--- config.mk ---
export PLATFORM = sky130hd
export DESIGN_NAME = step_profile_gen_flat
export DESIGN_NICKNAME = d
export VERILOG_FILES = /design/src/rtl/step_profile_pkg.sv /design/src/rtl/step_profile_if.sv /design/src/rtl/step_profile_gen_timer.sv /design/src/rtl/step_profile_gen.sv /design/src/flat_wrapper.sv
export SDC_FILE = /design/constraint.sdc
export NUM_CORES = 1
export LEC_CHECK = 0
export ABC_CLOCK_PERIOD_IN_PS = 4900
export BUFFER_PORTS_ARGS = -buffer_cell sky130_fd_sc_hd__buf_2
export CAP_MARGIN = 5
export CORE_MARGIN = 5
export CORE_UTILIZATION = 45
export DETAILED_ROUTE_END_ITERATION = 16
export SLEW_MARGIN = 20
export SYNTH_ARGS = -nofsm -noshare
export SYNTH_HDL_FRONTEND = slang
export SYNTH_HIERARCHICAL = 1
export SYNTH_SLANG_ARGS = --single-unit
--- constraint.sdc ---
create_clock -name clk -period 4.9 [get_ports clk]
set_input_delay 0.49 -clock clk [delete_from_list [all_inputs] [get_ports clk]]
set_output_delay 0.49 -clock clk [all_outputs]
set_load 0.01 [all_outputs]
--- src/rtl/step_profile_pkg.sv ---
// Shared state encoding and default profile constants for the step profile generator.
package step_profile_pkg;

  typedef enum logic [2:0] {
    IDLE   = 3'd0,
    ACCEL  = 3'd1,
    CRUISE = 3'd2,
    DECEL  = 3'd3,
    DONE   = 3'd4
  } state_t;

  localparam int DEF_STEP_W       = 16;
  localparam int DEF_PER_W        = 20;
  localparam int DEF_START_PERIOD = 50000;
  localparam int DEF_MIN_PERIOD   = 5000;
  localparam int DEF_ACCEL_DEC    = 500;

endpackage

--- src/rtl/step_profile_if.sv ---
// Move command handshake plus motor/status outputs of step_profile_gen.
// master drives commands and abort; slave is the profile generator.
interface step_profile_if #(
  parameter int STEP_W = step_profile_pkg::DEF_STEP_W
);
  logic              cmd_valid;
  logic              cmd_ready;
  logic [STEP_W-1:0] cmd_steps;
  logic              cmd_dir;
  logic              abort;
  logic              motor_en;
  logic              motor_dir;
  logic              step_tick;
  logic              busy;
  logic              done;
  logic              aborted;
  logic [STEP_W-1:0] steps_left;

  modport master (
    output cmd_valid, cmd_steps, cmd_dir, abort,
    input  cmd_ready, motor_en, motor_dir, step_tick, busy, done, aborted, steps_left
  );

  modport slave (
    input  cmd_valid, cmd_steps, cmd_dir, abort,
    output cmd_ready, motor_en, motor_dir, step_tick, busy, done, aborted, steps_left
  );
endinterface

--- src/rtl/step_profile_gen_timer.sv ---
// Step period counter: hit is high in the cycle where count reaches period-1.
// The count restarts on a command accept, on every hit, and whenever not running.
module step_tick_timer
  import step_profile_pkg::*;
#(
  parameter int PER_W = DEF_PER_W
) (
  input  logic             clk,
  input  logic             rst,
  input  logic             restart,
  input  logic             run,
  input  logic [PER_W-1:0] period,
  output logic             hit
);

  logic [PER_W-1:0] count;

  assign hit = run && (count == period - PER_W'(1));

  always_ff @(posedge clk or posedge rst) begin
    if (rst) begin
      count <= '0;
    end else if (restart || hit || !run) begin
      count <= '0;
    end else begin
      count <= count + PER_W'(1);
    end
  end

endmodule

--- src/rtl/step_profile_gen.sv ---
// Trapezoidal step profile: accelerate, cruise, decelerate, one step_tick per step.
// All outputs registered; done coincides with the final step_tick, or follows abort by one edge.
module step_profile_gen
  import step_profile_pkg::*;
#(
  parameter int STEP_W       = DEF_STEP_W,
  parameter int PER_W        = DEF_PER_W,
  parameter int START_PERIOD = DEF_START_PERIOD,
  parameter int MIN_PERIOD   = DEF_MIN_PERIOD,
  parameter int ACCEL_DEC    = DEF_ACCEL_DEC
) (
  input logic         clk,
  input logic         rst,
  step_profile_if.slave bus
);

  localparam logic [PER_W-1:0] START_P = PER_W'(START_PERIOD);
  localparam logic [PER_W-1:0] MIN_P   = PER_W'(MIN_PERIOD);
  localparam logic [PER_W-1:0] DEC_P   = PER_W'(ACCEL_DEC);
  localparam logic [PER_W:0]   START_X = (PER_W+1)'(START_PERIOD);
  localparam logic [PER_W:0]   MIN_X   = (PER_W+1)'(MIN_PERIOD);
  localparam logic [PER_W:0]   DEC_X   = (PER_W+1)'(ACCEL_DEC);

  state_t            state, state_d;
  logic [PER_W-1:0]  cur_period, period_d, period_sat;
  logic [PER_W:0]    period_up;
  logic [STEP_W-1:0] ramp_cnt, ramp_d, steps_d, steps_dec;
  logic              dir_d, accept, moving, tick, near_min, end_zero, end_abort;
  logic              ready_d, en_d, done_d;

  assign moving    = (state == ACCEL) || (state == CRUISE) || (state == DECEL);
  assign accept    = bus.cmd_valid && bus.cmd_ready;
  assign end_zero  = accept && (bus.cmd_steps == '0);
  assign end_abort = moving && bus.abort;
  assign steps_dec = bus.steps_left - STEP_W'(1);

  // Extra bit keeps the ramp arithmetic free of wrap-around at either end.
  assign period_up  = {1'b0, cur_period} + DEC_X;
  assign period_sat = (period_up >= START_X) ? START_P : cur_period + DEC_P;
  assign near_min   = ({1'b0, cur_period} <= MIN_X + DEC_X);

  step_tick_timer #(.PER_W(PER_W)) u_timer (
    .clk     (clk),
    .rst     (rst),
    .restart (accept),
    .run     (moving),
    .period  (cur_period),
    .hit     (tick)
  );

  always_ff @(posedge clk or posedge rst) begin
    if (rst) state <= IDLE;
    else     state <= state_d;
  end

  always_comb begin
    state_d  = state;
    period_d = cur_period;
    ramp_d   = ramp_cnt;
    steps_d  = bus.steps_left;
    dir_d    = bus.motor_dir;
    unique case (state)
      IDLE: begin
        if (accept) begin
          dir_d   = bus.cmd_dir;
          steps_d = bus.cmd_steps;
          if (bus.cmd_steps != '0) begin
            state_d  = ACCEL;
            period_d = START_P;
            ramp_d   = '0;
          end
        end
      end
      ACCEL, CRUISE, DECEL: begin
        if (tick) begin
          steps_d = steps_dec;
          if (steps_dec == '0) begin
            state_d = DONE;
          end else if (state != DECEL && steps_dec <= ramp_cnt) begin
            // Remaining steps only cover the ramp already climbed: start braking.
            state_d  = DECEL;
            period_d = period_sat;
          end else if (state == ACCEL) begin
            ramp_d = ramp_cnt + STEP_W'(1);
            if (near_min) begin
              period_d = MIN_P;
              state_d  = CRUISE;
            end else begin
              period_d = cur_period - DEC_P;
            end
          end else if (state == DECEL) begin
            period_d = period_sat;
          end
        end
        if (bus.abort) state_d = DONE;
      end
      DONE:    state_d = IDLE;
      default: state_d = IDLE;
    endcase
  end

  always_comb begin
    ready_d = (state_d == IDLE);
    en_d    = (state_d == ACCEL) || (state_d == CRUISE) || (state_d == DECEL);
    done_d  = (state_d == DONE) || end_zero;
  end

  always_ff @(posedge clk or posedge rst) begin
    if (rst) begin
      cur_period     <= '0;
      ramp_cnt       <= '0;
      bus.steps_left <= '0;
      bus.motor_dir  <= 1'b0;
      bus.cmd_ready  <= 1'b0;
      bus.motor_en   <= 1'b0;
      bus.busy       <= 1'b0;
      bus.step_tick  <= 1'b0;
      bus.done       <= 1'b0;
      bus.aborted    <= 1'b0;
    end else begin
      cur_period     <= period_d;
      ramp_cnt       <= ramp_d;
      bus.steps_left <= steps_d;
      bus.motor_dir  <= dir_d;
      bus.cmd_ready  <= ready_d;
      bus.motor_en   <= en_d;
      bus.busy       <= en_d;
      bus.step_tick  <= tick;
      bus.done       <= done_d;
      bus.aborted    <= end_abort;
    end
  end

endmodule
--- src/flat_wrapper.sv ---
// flat-port wrapper written by rule: the top's interface ports become plain ports
module step_profile_gen_flat import step_profile_pkg::*;
#(
  parameter int STEP_W       = DEF_STEP_W,
  parameter int PER_W        = DEF_PER_W,
  parameter int START_PERIOD = DEF_START_PERIOD,
  parameter int MIN_PERIOD   = DEF_MIN_PERIOD,
  parameter int ACCEL_DEC    = DEF_ACCEL_DEC
)
  (clk, rst, bus_cmd_valid, bus_cmd_steps, bus_cmd_dir, bus_abort, bus_cmd_ready, bus_motor_en, bus_motor_dir, bus_step_tick, bus_busy, bus_done, bus_aborted, bus_steps_left);
  step_profile_if #(.STEP_W(STEP_W)) bus_i ();
  input logic clk;
  input logic rst;
  input wire logic [$bits(bus_i.cmd_valid)-1:0] bus_cmd_valid;
  input wire logic [$bits(bus_i.cmd_steps)-1:0] bus_cmd_steps;
  input wire logic [$bits(bus_i.cmd_dir)-1:0] bus_cmd_dir;
  input wire logic [$bits(bus_i.abort)-1:0] bus_abort;
  output wire logic [$bits(bus_i.cmd_ready)-1:0] bus_cmd_ready;
  output wire logic [$bits(bus_i.motor_en)-1:0] bus_motor_en;
  output wire logic [$bits(bus_i.motor_dir)-1:0] bus_motor_dir;
  output wire logic [$bits(bus_i.step_tick)-1:0] bus_step_tick;
  output wire logic [$bits(bus_i.busy)-1:0] bus_busy;
  output wire logic [$bits(bus_i.done)-1:0] bus_done;
  output wire logic [$bits(bus_i.aborted)-1:0] bus_aborted;
  output wire logic [$bits(bus_i.steps_left)-1:0] bus_steps_left;
  assign bus_i.cmd_valid = bus_cmd_valid;
  assign bus_i.cmd_steps = bus_cmd_steps;
  assign bus_i.cmd_dir = bus_cmd_dir;
  assign bus_i.abort = bus_abort;
  assign bus_cmd_ready = bus_i.cmd_ready;
  assign bus_motor_en = bus_i.motor_en;
  assign bus_motor_dir = bus_i.motor_dir;
  assign bus_step_tick = bus_i.step_tick;
  assign bus_busy = bus_i.busy;
  assign bus_done = bus_i.done;
  assign bus_aborted = bus_i.aborted;
  assign bus_steps_left = bus_i.steps_left;
  step_profile_gen #(.STEP_W(STEP_W), .PER_W(PER_W), .START_PERIOD(START_PERIOD), .MIN_PERIOD(MIN_PERIOD), .ACCEL_DEC(ACCEL_DEC)) u_core (.clk(clk), .rst(rst), .bus(bus_i));
endmodule
# == Word level (Yosys, flattened, before mapping) ==
# Index checks and enable logic that the tools add are counted.
# Widths: inputs -> output; s select.
# word_totals
register_bits,81
latchBits,0
ramBits,0
rom_bits,0
input_bits,21
word_cells,91
memories,0
# op_classes
add_sub_neg,7
mul,0
div_mod_pow,0
magnitude_cmp,3
n_eq_ne,16
n_shift,0
muxes,30
bitwise,0
reduce_logical,24
# op_table
op,n
$mux 20,10
$mux 16,8
$pmux 16 s2,2
$pmux 20 s2,1
$logic_not 16->1,2
$mux 3,8
$add 20x9->21 const B,1
$ge 21x16->1 const B,1
$add 20x1->20 const B,1
$add 20x9->20 const B,1
$eq 20x20->1,1
$le 20x13->1 const B,1
$sub 20x1->20 const B,1
$sub 20x9->20 const B,1
$add 16x1->16 const B,1
$le 16x16->1,1
$reduce_bool 16->1,1
$sub 16x1->16 const B,1
$eq 3x2->1 const B,4
$ne 2x1->1 const B,4
$logic_or 1x1->1,7
$reduce_and 7->1,1
$eq 3x1->1 const B,2
$logic_not 3->1,2
other kinds (12),17

# == Logic depth before layout (Yosys ltp) ==
# logic_depth
ltp_word,11
ltp_mapped,20
depth_no_buf,16

# == Cells and area by module ==
# Netlist, hierarchy kept.
# modules_own_cells
module,instances,cells_per_inst,area_per_inst_um2
step_profile_gen,1,607,4813.4
step_tick_timer,1,194,1791.7

# == Worst setup path after synthesis ==
# Ideal clock, no wire load.
# synth_timing
path_kind,flip-flop to flip-flop
start,register u_core.state[0]
end,register u_core.ramp_cnt[5]
setup_ps,122
arrival_ps,4305
slack_ps,473
stages_incl_launch_ff,21
n_path_buf,5
cell_sequence,dfrtp_1 -> clkbuf_1 -> o21ai_0 -> clkbuf_1 -> inv_2 -> clkbuf_1 -> nand3_1 -> nor3_1 -> o21ai_0 -> nor4_1 -> and4_4 -> buf_6 -> o21ai_1 -> a21oi_1 -> o41ai_1 -> or2_2 -> or3_1 -> o21ai_1 -> buf_2 -> o21ai_0 -> a32o_1
# synth_between
elab_chain_len,6
elab_cells_between_ends,19
cone_classes,eq/ne (10); mux (1); reduce/logical (8)
# synth_rtl
element,line,text
from (decl),step_profile_gen.sv:24,"state_t state, state_d;"
from (signal assigned),step_profile_gen.sv:53,else state <= state_d;
$eq 3x1->1 / $eq 3x2->1 (equally long branches),step_profile_gen.sv:31,assign moving = (state == ACCEL) || (state == CRUISE) || (state == DECEL);
$logic_or 1x1->1,step_profile_gen.sv:31,
$logic_or 1x1->1 *,step_profile_gen.sv:31,
net u_core.moving,step_profile_gen.sv:28,"logic dir_d, accept, moving, tick, near_min, end_zero, end_abort;"
$logic_and 1x1->1 *,step_profile_gen_timer.sv:18,assign hit = run && (count == period - PER_W'(1));
net u_core.tick,step_profile_gen.sv:28,
$ne 2x1->1 (no line) *,--,
$reduce_and 7->1 (no line) *,--,
to (signal assigned),step_profile_gen.sv:122,ramp_cnt <= ramp_d;
to (decl),step_profile_gen.sv:27,"logic [STEP_W-1:0] ramp_cnt, ramp_d, steps_d, steps_dec;"
# The timed path passes the listed nets; every way through them passes the cells marked *.
# A chain may end at the register's enable or synchronous reset.

# == Final worst setup path ==
# layout_timing
start,register u_core.bus.steps_left[4]
end,register u_core.ramp_cnt[11]
# layout_between
elab_chain_len,5
elab_cells_between_ends,7
cone_classes,add/sub (1); order compare (1); eq/ne (2); reduce/logical (3)
# layout_rtl
element,line,text
from (decl),step_profile_if.sv:26,"output cmd_ready, motor_en, motor_dir, step_tick, busy, done, aborted, steps_left"
from (signal assigned),step_profile_gen.sv:123,bus.steps_left <= steps_d;
$sub 16x1->16 *,step_profile_gen.sv:35,assign steps_dec = bus.steps_left - STEP_W'(1);
$le 16x16->1,step_profile_gen.sv:79,end else if (state != DECEL && steps_dec <= ramp_cnt) begin
$logic_and 1x1->1,step_profile_gen.sv:79,
$ne 2x2->1 (no line),--,
$reduce_and 7->1 (no line) *,--,
# Mark *: on every way between the ends. The rest lies on a longest branch, timed or not.

==> results.cfg <==
[cells_and_area]
num_antenna_cells = 0
layout_commonest_cell = dfrtp_1
register_area_mm2 = 0.00203
mostFrequentLayoutCells = dfrtp_1, nor2_1, nand2_1
multi_input_area_mm2 = 0.00421
drive_gt1_share_pct = 15.1
area_growth_pct = 11.2
final_nets = 882
nFillCells = 1406
final_core_util_pct = 50.7

[synth]
ys_warn_count = 6
synth_area_leader_cell = dfrtp_1
syn_nets = 845
ys_ff_latch = 81
async_reset_ff_share_pct = 100
synth_area_leaders = dfrtp_1, xnor2_1, ha_1
synth.top_cell.area_share_pct = 30.7
synth_edf_count = 0
syn_inst = 801
syn_area_mm2 = 0.00661
synth.avg_cell_area_um2 = 8.25
ys_seq_area_share_pct = 30.7
synth_flop_cell = dfrtp_1
synth.distinct_cells = 77

[worst_setup_path]
criticalPathCategory = reg -> reg
critPathTopFamily = simple AND/OR/NAND/NOR gates
critical_path.max_stage_delay_ns = 0.59
critPathSlowestCell = a2111oi_0
endpoint_kind = flip-flop
path_cells = or4_4 -> nor4_2 -> nand2b_1 -> nor2_1 -> xor2_1 -> ha_1 -> nand4_1 -> a2111oi_0 -> a2111oi_0 -> buf_4 -> nor3_1 -> nand3_1 -> or4_1 -> a21oi_1
path_max_fanout = 10
cpMostUsedCell = a2111oi_0
cp.buffers_inverters = 1
cp-start-kind = flip-flop
arrival_ns = 4.83
crit_path_start = u_core/bus.steps_left[4]$_DFFE_PP0P_
timing.rr.start = u_core/bus.steps_left[4]$_DFFE_PP0P_
critical_path_required_ns = 5.18

[floorplan]
core.rowCount = 44
die_area_mm2 = 0.0172
io_pins = 44
initial_core_util_pct = 45.6
fp.dieW_um = 131
core_mm2 = 0.0145
die_h_um = 131

[routing]
drt.antenna.violating_nets = 0
wl_per_cell_um = 19.2
drc = 0
vias = 6377
drt_iter0_drc = 488
firstDrtPassIters = 5
vias_per_cell = 6.22
wl_um = 19700

[global_routing]
track_usage_pct = 22.6
grt_overflow = 0
grt_pass1_wl_um = 32200
grt_pass1_vias = 6225
antenna_found_initial = 0
grt_max_degree = 62

[cts]
cts_buffers = 9
tritoncts = built
clk_pin_slew_ns = 0.06
cts.sinks = 81
cts_root_buf = clkbuf_16
clockBufferDepth = 2
holdBufCountCts = 0
clk_latency_ns = 0.35
cts_max_level = 3

[placement]
dp_hpwl_um = 14400
place.gp.congestion = 0.918
port_buffers = 43

[flow_run]
max_cap_viol_count = 0

[sta]
setup_viol = 0
tns_ns = 0
tightest_slew_ns = 0.879
finalCritPeriodShare_pct = 92.9
finalCriticalPeriod_ns = 4.55
rsz0062_at_grt = no
finalMaxSlewViolations = 0
skew_ns = 0.00422
fmax_mhz = 220
relSlewSlack_pct = 41.3
hold_violations = 0

[power]
cellLeakagePower_uw = 0.00303
power.density_mw_per_mm2 = 555
vdd_drop_max_mv = 0.259

[min_path]
hold_path_class = in -> async

[status]
status = finished, final reports clean
[worst register-to-register path: stages, from the launching register on]
cell and delay (ns):
dfrtp_1 0.49, or4_4 0.56, nor4_2 0.46, nand2b_1 0.13, nor2_1 0.14, xor2_1 0.24
ha_1 0.18, nand4_1 0.17, a2111oi_0 0.59, a2111oi_0 0.14, buf_4 0.19, nor3_1 0.38
nand3_1 0.22, or4_1 0.44, a21oi_1 0.15
[logic make-up (layout without fill, tap and decap cells)]
| kind of cell | after synthesis | in the layout | synth area share, % |
|---|---|---|---|
| fa+ha+maj | 23 | 23 | 4.36 |
| xor+xnor | 69 | 69 | 9.15 |
| simple gates | 345 | 345 | 29.8 |
| buf+inv | 84 | 124 | 5.78 |
| compound gates | 190 | 190 | 18.8 |
| mux | 9 | 9 | 1.38 |
| flops | 81 | 81 | 30.7 |
[final timing paths]
| kind | end | slack, ns | cells past startpoint |
|---|---|---|---|
| max | u_core/ramp_cnt[11]$_DFFE_PP0P_ | 0.35 | 14 |
| min | u_core/u_timer/count[11]$_DFF_PP0_ | 0.29 | 2 |
| max reg2reg | u_core/ramp_cnt[11]$_DFFE_PP0P_ | 0.35 | 14 |
| min reg2reg | u_core/bus.motor_dir$_DFFE_PP0P_ | 0.51 | 1 |
| max in group asynchronous | u_core/cur_period[5]$_DFFE_PP0P_ | 3.96 | 3 |
| min in group clk | u_core/bus.aborted$_DFF_PP0_ | 0.37 | 2 |
[registers in the layout (all words and copies together) (netlist names)]
register	flops
u_core/ramp_cnt	16
u_core/cur_period	20
u_core/bus.busy	1
u_core/bus.cmd_ready	1
u_core/bus.motor_dir	1
u_core/bus.done	1
u_core/bus.aborted	1
u_core/u_timer/count	20
u_core/bus.step_tick	1
u_core/state	3
u_core/bus.steps_left	16
[power by group]
group | switching, µW | total (µW) | internal [µW]
clock network | 272 | 740 | 468
logic | 1380 | 2230 | 844
registers | 302 | 1110 | 810
[stage by stage]
stage | total power, µW | worst slack [ns] | hold WS (ns) | instances | instance area [µm²]
5_1_grt | 4400 | 0.0367 | 0.359 | 1025 | 7340
6_report | 4080 | 0.350 | 0.290 | 1025 | 7340
4_1_cts | 4070 | 0.279 | 0.307 | 1025 | 7330
3_3_place_gp | 3260 | 0.515 | 0.487 | 1011 | 7010
3_5_place_dp | 3310 | 0.312 | 0.501 | 1011 | 7010
2_1_floorplan | 2620 | 0.473 | 0.454 | 801 | 6610
[per-layer routing]
layer  track usage [%]  vias up  part of all wire, %
li1                  -     3015                    -
met5                 0        -                    0
met4              11.3        0                  4.1
met1              29.0     3083                   44
met3              4.55       50                  5.4
met2              36.2      229                   47
[repair_timing]
item / 4_1_cts / 5_1_grt
gates resized for setup: 0 / 3
buffers inserted: 0 / 0
setup endpoints to repair: 0 / 25
[Yosys cell counts, types with 13 or more instances]
library cell   n
dfrtp_1       81
nor2_1        73
nand2_1       65
inv_1         42
nand3_1       41
o21ai_0       41
a21oi_1       39
xnor2_1       39
xor2_1        30
clkbuf_1      23
ha_1          23
nor3_1        23
nor3_2        21
nor4_1        19
nand4_1       14
o21ai_1       13
[layout make-up]
cell class                      instances  area share, %
Clock inverter                          3          0.886
Timing Repair Buffer                   67           5.38
Sequential cell                        81           27.6
Inverter                               43           2.20
Multi-Input combinational cell        636           57.4
Clock buffer                           11           3.44
Tap cell                              184           3.13
Note: power is estimated with default switching activity, not from simulation.
